[src/rtl/spi_ram.sv]
// spi_ram: command-decoded single-port RAM sitting behind an SPI slave.
// Each rising edge of rx_valid delivers one {cmd, payload} word; reads return on tx_data/tx_valid.
module spi_ram #(
  parameter int unsigned MEM_DEPTH = 256,
  parameter int unsigned ADDR_SIZE = 8,
  parameter bit          AUTO_INC  = 1'b1
) (
  input  logic       clk,
  input  logic       rst,
  input  logic [9:0] rx_data,
  input  logic       rx_valid,
  output logic [7:0] tx_data,
  output logic       tx_valid,
  output logic       addr_err
);

  localparam int unsigned DATA_W = 8;

  localparam logic [1:0] CMD_WR_ADDR = 2'b00;
  localparam logic [1:0] CMD_WR_DATA = 2'b01;
  localparam logic [1:0] CMD_RD_ADDR = 2'b10;
  localparam logic [1:0] CMD_RD_DATA = 2'b11;

  localparam logic [ADDR_SIZE-1:0] LAST_ADDR = ADDR_SIZE'(MEM_DEPTH - 1);

  logic [DATA_W-1:0]    mem [MEM_DEPTH];

  logic                 rx_valid_d_q;
  logic [ADDR_SIZE-1:0] wr_addr_q, wr_addr_d;
  logic [ADDR_SIZE-1:0] rd_addr_q, rd_addr_d;
  logic [DATA_W-1:0]    tx_data_q, tx_data_d;
  logic                 tx_valid_q, tx_valid_d;
  logic                 addr_err_q, addr_err_d;
  logic                 mem_we;

  logic                 accept;
  logic [1:0]           cmd;
  logic [DATA_W-1:0]    payload;
  logic                 in_range;

  assign cmd      = rx_data[9:8];
  assign payload  = rx_data[7:0];
  assign accept   = rx_valid && !rx_valid_d_q;
  assign in_range = 32'(payload) < MEM_DEPTH;

  // Command decode: next address, read data, status and write enable
  always_comb begin
    wr_addr_d  = wr_addr_q;
    rd_addr_d  = rd_addr_q;
    tx_data_d  = tx_data_q;
    tx_valid_d = tx_valid_q;
    addr_err_d = 1'b0;
    mem_we     = 1'b0;
    if (accept) begin
      if (cmd != CMD_RD_DATA) tx_valid_d = 1'b0;
      case (cmd)
        CMD_WR_ADDR: begin
          if (in_range) wr_addr_d = ADDR_SIZE'(payload);
          else          addr_err_d = 1'b1;
        end
        CMD_WR_DATA: begin
          mem_we = 1'b1;
          if (AUTO_INC)
            wr_addr_d = (wr_addr_q == LAST_ADDR) ? '0 : wr_addr_q + ADDR_SIZE'(1);
        end
        CMD_RD_ADDR: begin
          if (in_range) rd_addr_d = ADDR_SIZE'(payload);
          else          addr_err_d = 1'b1;
        end
        default: begin
          tx_data_d  = mem[rd_addr_q];
          tx_valid_d = 1'b1;
          if (AUTO_INC)
            rd_addr_d = (rd_addr_q == LAST_ADDR) ? '0 : rd_addr_q + ADDR_SIZE'(1);
        end
      endcase
    end
  end

  // Control state; a command coinciding with reset is dropped
  always_ff @(posedge clk or posedge rst) begin
    if (rst) begin
      rx_valid_d_q <= 1'b0;
      wr_addr_q    <= '0;
      rd_addr_q    <= '0;
      tx_data_q    <= '0;
      tx_valid_q   <= 1'b0;
      addr_err_q   <= 1'b0;
    end else begin
      rx_valid_d_q <= rx_valid;
      wr_addr_q    <= wr_addr_d;
      rd_addr_q    <= rd_addr_d;
      tx_data_q    <= tx_data_d;
      tx_valid_q   <= tx_valid_d;
      addr_err_q   <= addr_err_d;
    end
  end

  // Storage array: not reset, write suppressed while rst is high
  always_ff @(posedge clk) begin
    if (mem_we && !rst) mem[wr_addr_q] <= payload;
  end

  assign tx_data  = tx_data_q;
  assign tx_valid = tx_valid_q;
  assign addr_err = addr_err_q;

endmodule

[config.mk]
export PLATFORM = sky130hd
export DESIGN_NAME = spi_ram
export DESIGN_NICKNAME = d
export VERILOG_FILES = /design/src/rtl/spi_ram.sv
export SDC_FILE = /design/constraint.sdc
export NUM_CORES = 2
export LEC_CHECK = 0
export ABC_CLOCK_PERIOD_IN_PS = 2500
export CORE_MARGIN = 4
export CORE_UTILIZATION = 50
export DETAILED_ROUTE_END_ITERATION = 6
export HOLD_SLACK_MARGIN = 0.02
export PLACE_DENSITY_LB_ADDON = 0.12
export SLEW_MARGIN = 20
export SYNTH_ARGS = -nofsm -noshare
export SYNTH_HDL_FRONTEND = slang
export SYNTH_SLANG_ARGS = --single-unit
export TNS_END_PERCENT = 10
[constraint.sdc]
create_clock -name clk -period 2.5 [get_ports clk]
set_clock_uncertainty 0.2 [all_clocks]
set_input_delay 0.5 -clock clk [delete_from_list [all_inputs] [get_ports clk]]
set_output_delay 0.5 -clock clk [all_outputs]
set_load 0.05 [all_outputs]
* Word-level counts from Yosys, hierarchy flattened *
Memory sizes are Yosys's and may differ from the RTL's. A register that Yosys moved wholly into a read port is not among the register bits.
Index checks and enable logic that the tools add are counted.

storage, ports and cells
  word-level logic and storage cells = 37
  memories kept = 1
  RAM bits = 2048
  output and inout port bits = 10
  input bits = 13
  register bits after elaboration = 18

memory list
  name  depth  width  rd ports  clocked after memory_dff  wr ports  RTL line  RTL
  mem   256    8      1         1                         1         26        logic [DATA_W-1:0] mem [MEM_DEPTH];

cells by class
  add/subtract/negate cells = 2
  equal/unequal tests = 6
  mux-type cells = 10
  reduce and logical (&&, ||, !) cells = 12
  bitwise logic cells = 2

operator list
  operator                                                               number
  8-bit one-hot mux with 2 select lines                                  2
  8-bit by 1-bit adder with 8-bit output, second input constant          2
  8-bit equality test, second input constant                             2
  8-bit 2-to-1 mux                                                       2
  2-bit AND reduction                                                    4
  1-bit 2-to-1 mux                                                       6
  3-bit OR reduction                                                     1
  2-bit by 1-bit equality test with 1-bit output, second input constant  1
  2-bit equality test, second input constant                             1
  1-bit logical AND                                                      2
  1-bit logical NOT                                                      2
  2-bit logical NOT                                                      1
  2-bit by 1-bit != test with 1-bit output, second input constant        1
  2-bit != test, second input constant                                   1
  1-bit inverter                                                         2
  2-bit nonzero test                                                     1
  2-bit OR reduction                                                     1

* Depth between registers and ports, before layout *
  depth after elaboration = 6
  gate-level depth with buffers = 13

* Least setup slack after synthesis *
Ideal clock, no wire load.

  path kind = input -> register
  start point = input port rx_data[9]
  end point = memory mem[219][0] (enable)
  arrival = 2265 ps
  library setup time = 370 ps
  stages on the path = 7
  path buffers = 2
  slack = -335 ps
  cells stage by stage = inv_1 -> nand2_1 -> nor3_1 -> clkbuf_1 -> nand3_1 -> clkbuf_1 -> nor2_1

between the ends
  word-level cells in the longest chain between the ends = 6

ends and longest elaborated chain
  item                                            RTL line  RTL
  start, declared                                 10        input logic [9:0] rx_data,
  2-bit by 1-bit equality test with 1-bit output  56        case (cmd)
  1-bit 2-to-1 mux                                56
  1-bit 2-to-1 mux                                54        if (accept) begin
  1-bit logical AND                               101       if (mem_we && !rst) mem[wr_addr_q] <= payload;
  1-bit 2-to-1 mux                                101
  1-bit 2-to-1 mux (not written as such)          101
  end, declared                                   26

No other way between the ends.

==> results_dict.tcl <==
set metrics [dict create \
    cts.clk_slew.worst_paths_ps 60 \
    yosysWarnings 0 \
    syn_nets 3946 \
    grtUsageTotal 0.275 \
    fmax_ghz 0.310 \
    ant_nets 0 \
    timing.hold.ws_ps 67.2 \
    multi_input_area_um2 19000 \
    layout-area-overhead-vs-synth_pct 23.8 \
    tritoncts "yes" \
    outcome "complete, but fails checks" \
    cp.required_ps 3000 \
    place_area_um2 91800 \
    cts_root_buffer "clkbuf_16" \
    cap_viol_max_count 0 \
    fin_cells 7155 \
    grt_pass1_wl_um 329000 \
    filler_cell_count 11300 \
    syn_area_per_cell_um2 20.7 \
    async_flop_share 0.0125 \
    fin_crit_ps 3230 \
    min_period_over_period 1.29 \
    slew_headroom 0.420 \
    core_area_um2 161000 \
    rsz0062_at_grt "true" \
    hold_class "input port to flip-flop" \
    fin_ws_ps -731 \
    h-tree-depth 4 \
    path_class "flip-flop to flip-flop" \
    cts_buffers 209 \
    crit_fanout 10 \
    met2_usage 0.421 \
    die-area_um2 169000 \
    ctsLongestPathBuffers 3 \
    die_x_um 411 \
    grt-busiest-layer "met2" \
    ff_latch_area_um2 62200 \
    synth_most_common_cell "edfxtp_1" \
    start_kind "flip-flop" \
    io_buffers 21 \
    design_area_um2 101000 \
    start_util 0.504 \
    yosys-top-cells-area "edfxtp_1, mux4_2, mux2i_1" \
    tns_ps -5400 \
    io_pins 23 \
    wire_per_inst_um 32.3 \
    hold_violations 0 \
    use_met3 0.0517 \
    hpwlAfterDp_um 152000 \
    synthTopCellsByCount "edfxtp_1, mux4_2, nor2_1" \
    grt_overflow 0 \
    wl_um 231000 \
    netlist_area_um2 81300 \
    drv_slew 0 \
    synth_top_area_share 0.757 \
    syn_inst 3928 \
    p_leak_nw 33.3 \
    rows 147 \
    synth-seq-area-share 0.765 \
    tightest_slew_ps 869 \
    violations "negative setup slack" \
    yosys.cell_types.count 67 \
    dp_slack_ps -1300 \
    irDropWorstVdd_mv 0.781 \
    finalWeightedCongestion 0.891 \
    nets 4834 \
    drc 0 \
    grt_start_max_net_pins 112 \
    grt_pass1_vias 44200 \
    synthFlopType "edfxtp_1" \
    cp.arrival_ps 3740 \
    use_met1 0.404 \
    ys_ff_latch 2074 \
    antenna_found_initial 5 \
    place_inst 6668 \
    setup_violations 9 \
    clock-sinks 2074 \
    firstDrtPassIters 5 \
    p_per_area_nw_per_um2 894 \
    die-height_um 411 \
    via_per_inst 6.18 \
    worst_setup_path_end_kind "flip-flop" \
    clock_latency_ps 860 \
    synth_area_leader_cell "edfxtp_1" \
    synth_edf_count 2048 \
    drtIter0Drc 5810 \
    num_vias 44200 \
    final_layout_size_suffix_gt1_frac 0.384 \
]
## where the power goes
part           total [mW]  switching, mW  internal, mW
combinational        20.2           11.2          8.96
sequential           38.6          0.292          38.3
clock                31.1           13.3          17.8
total                89.9           24.8          65.1
## repair_timing
item,CTS,global route
pin swaps,23,38
hold buffers,6,0
endpoints found under the hold margin,171,0
endpoints found under the setup margin,181,372
gates resized for setup,109,98
cloned,7,7
buffers inserted,30,47
## through the flow
stage | utilization | power [mW]
finish | 0.624 | 89.9
global route | 0.624 | 92.6
CTS | 0.618 | 89.4
detailed placement | 0.570 | 57.6
global placement | 0.570 | 57.5
floorplan | - | 48.6
## cell families after synthesis
kind of cell    share of synthesized area
mux                                 0.155
fa+ha+maj                        0.000770
simple gates                       0.0320
other cells                     0.0000462
buf+inv                            0.0180
flops                               0.765
compound gates                     0.0296
## layout by cell type, fill, tap and decap left out, types with 20 or more instances in the layout
| cell type | instances |
|---|---|
| clkinv_2 | 38 |
| nand3_1 | 38 |
| mux4_2 | 475 |
| dfrtp_1 | 20 |
| clkinv_1 | 59 |
| nor2_1 | 209 |
| nand2_1 | 110 |
| bufinv_16 | 22 |
| buf_4 | 662 |
| clkbuf_1 | 37 |
| o21ai_0 | 31 |
| mux2i_1 | 149 |
| o22ai_1 | 29 |
| nand4_1 | 23 |
| a21oi_1 | 48 |
| o221ai_1 | 40 |
| buf_12 | 179 |
| edfxtp_1 | 2048 |
| nor2_4 | 92 |
| buf_6 | 25 |
| mux2_2 | 32 |
| a22oi_1 | 28 |
| clkbuf_16 | 217 |
## critical path, cell delays in order (launching register included)
cell and delay [ps]:
dfrtp_4 480, buf_6 140, buf_12 150, buf_16 160
mux4_2 580, a22oi_1 240, o211ai_1 190, a22o_1 300
a211oi_4 390, buf_4 180, o22ai_2 60
## final timing paths
path	from	to	slack (ps)	depth (start not counted)
worst max-delay path	rd_addr_q[0]$_DFFE_PP0P_	tx_data[6]$_DFFE_PP0P_	-730	10
worst min-delay path	rx_data[5]	mem[38][5]$_DFFE_PP_	70	2
worst max register to register	rd_addr_q[0]$_DFFE_PP0P_	tx_data[6]$_DFFE_PP0P_	-730	10
worst min register to register	wr_addr_q[5]$_DFFE_PP0P_	wr_addr_q[5]$_DFFE_PP0P_	370	2
max in group asynchronous	rst	rd_addr_q[2]$_DFFE_PP0P_	1240	5
min in group asynchronous	rst	tx_valid$_DFFE_PP0P_	430	4
## registers in the layout, summed over array words and instances (netlist names)
name and count:
tx_data 8, rx_valid_d_q 1, wr_addr_q 8, tx_valid 1, rd_addr_q 8, mem 2048
## layout make-up
class                      count  area share
clock buffer                 249      0.0540
inverter                      13    0.000510
sequential                  2074       0.618
multi-input combinational   1602       0.189
timing repair buffer         916      0.0981
tap                         2160      0.0269
clock inverter               140      0.0137
antenna                        1   0.0000249
## layer usage
layer / vias to the layer above / wire, µm
met4: 0 / 7960
met5: - / 0
met3: 412 / 20500
met1: 23500 / 95000
li1: 18200 / -
met2: 2121 / 108000
Power figures use the tool's default switching activity.
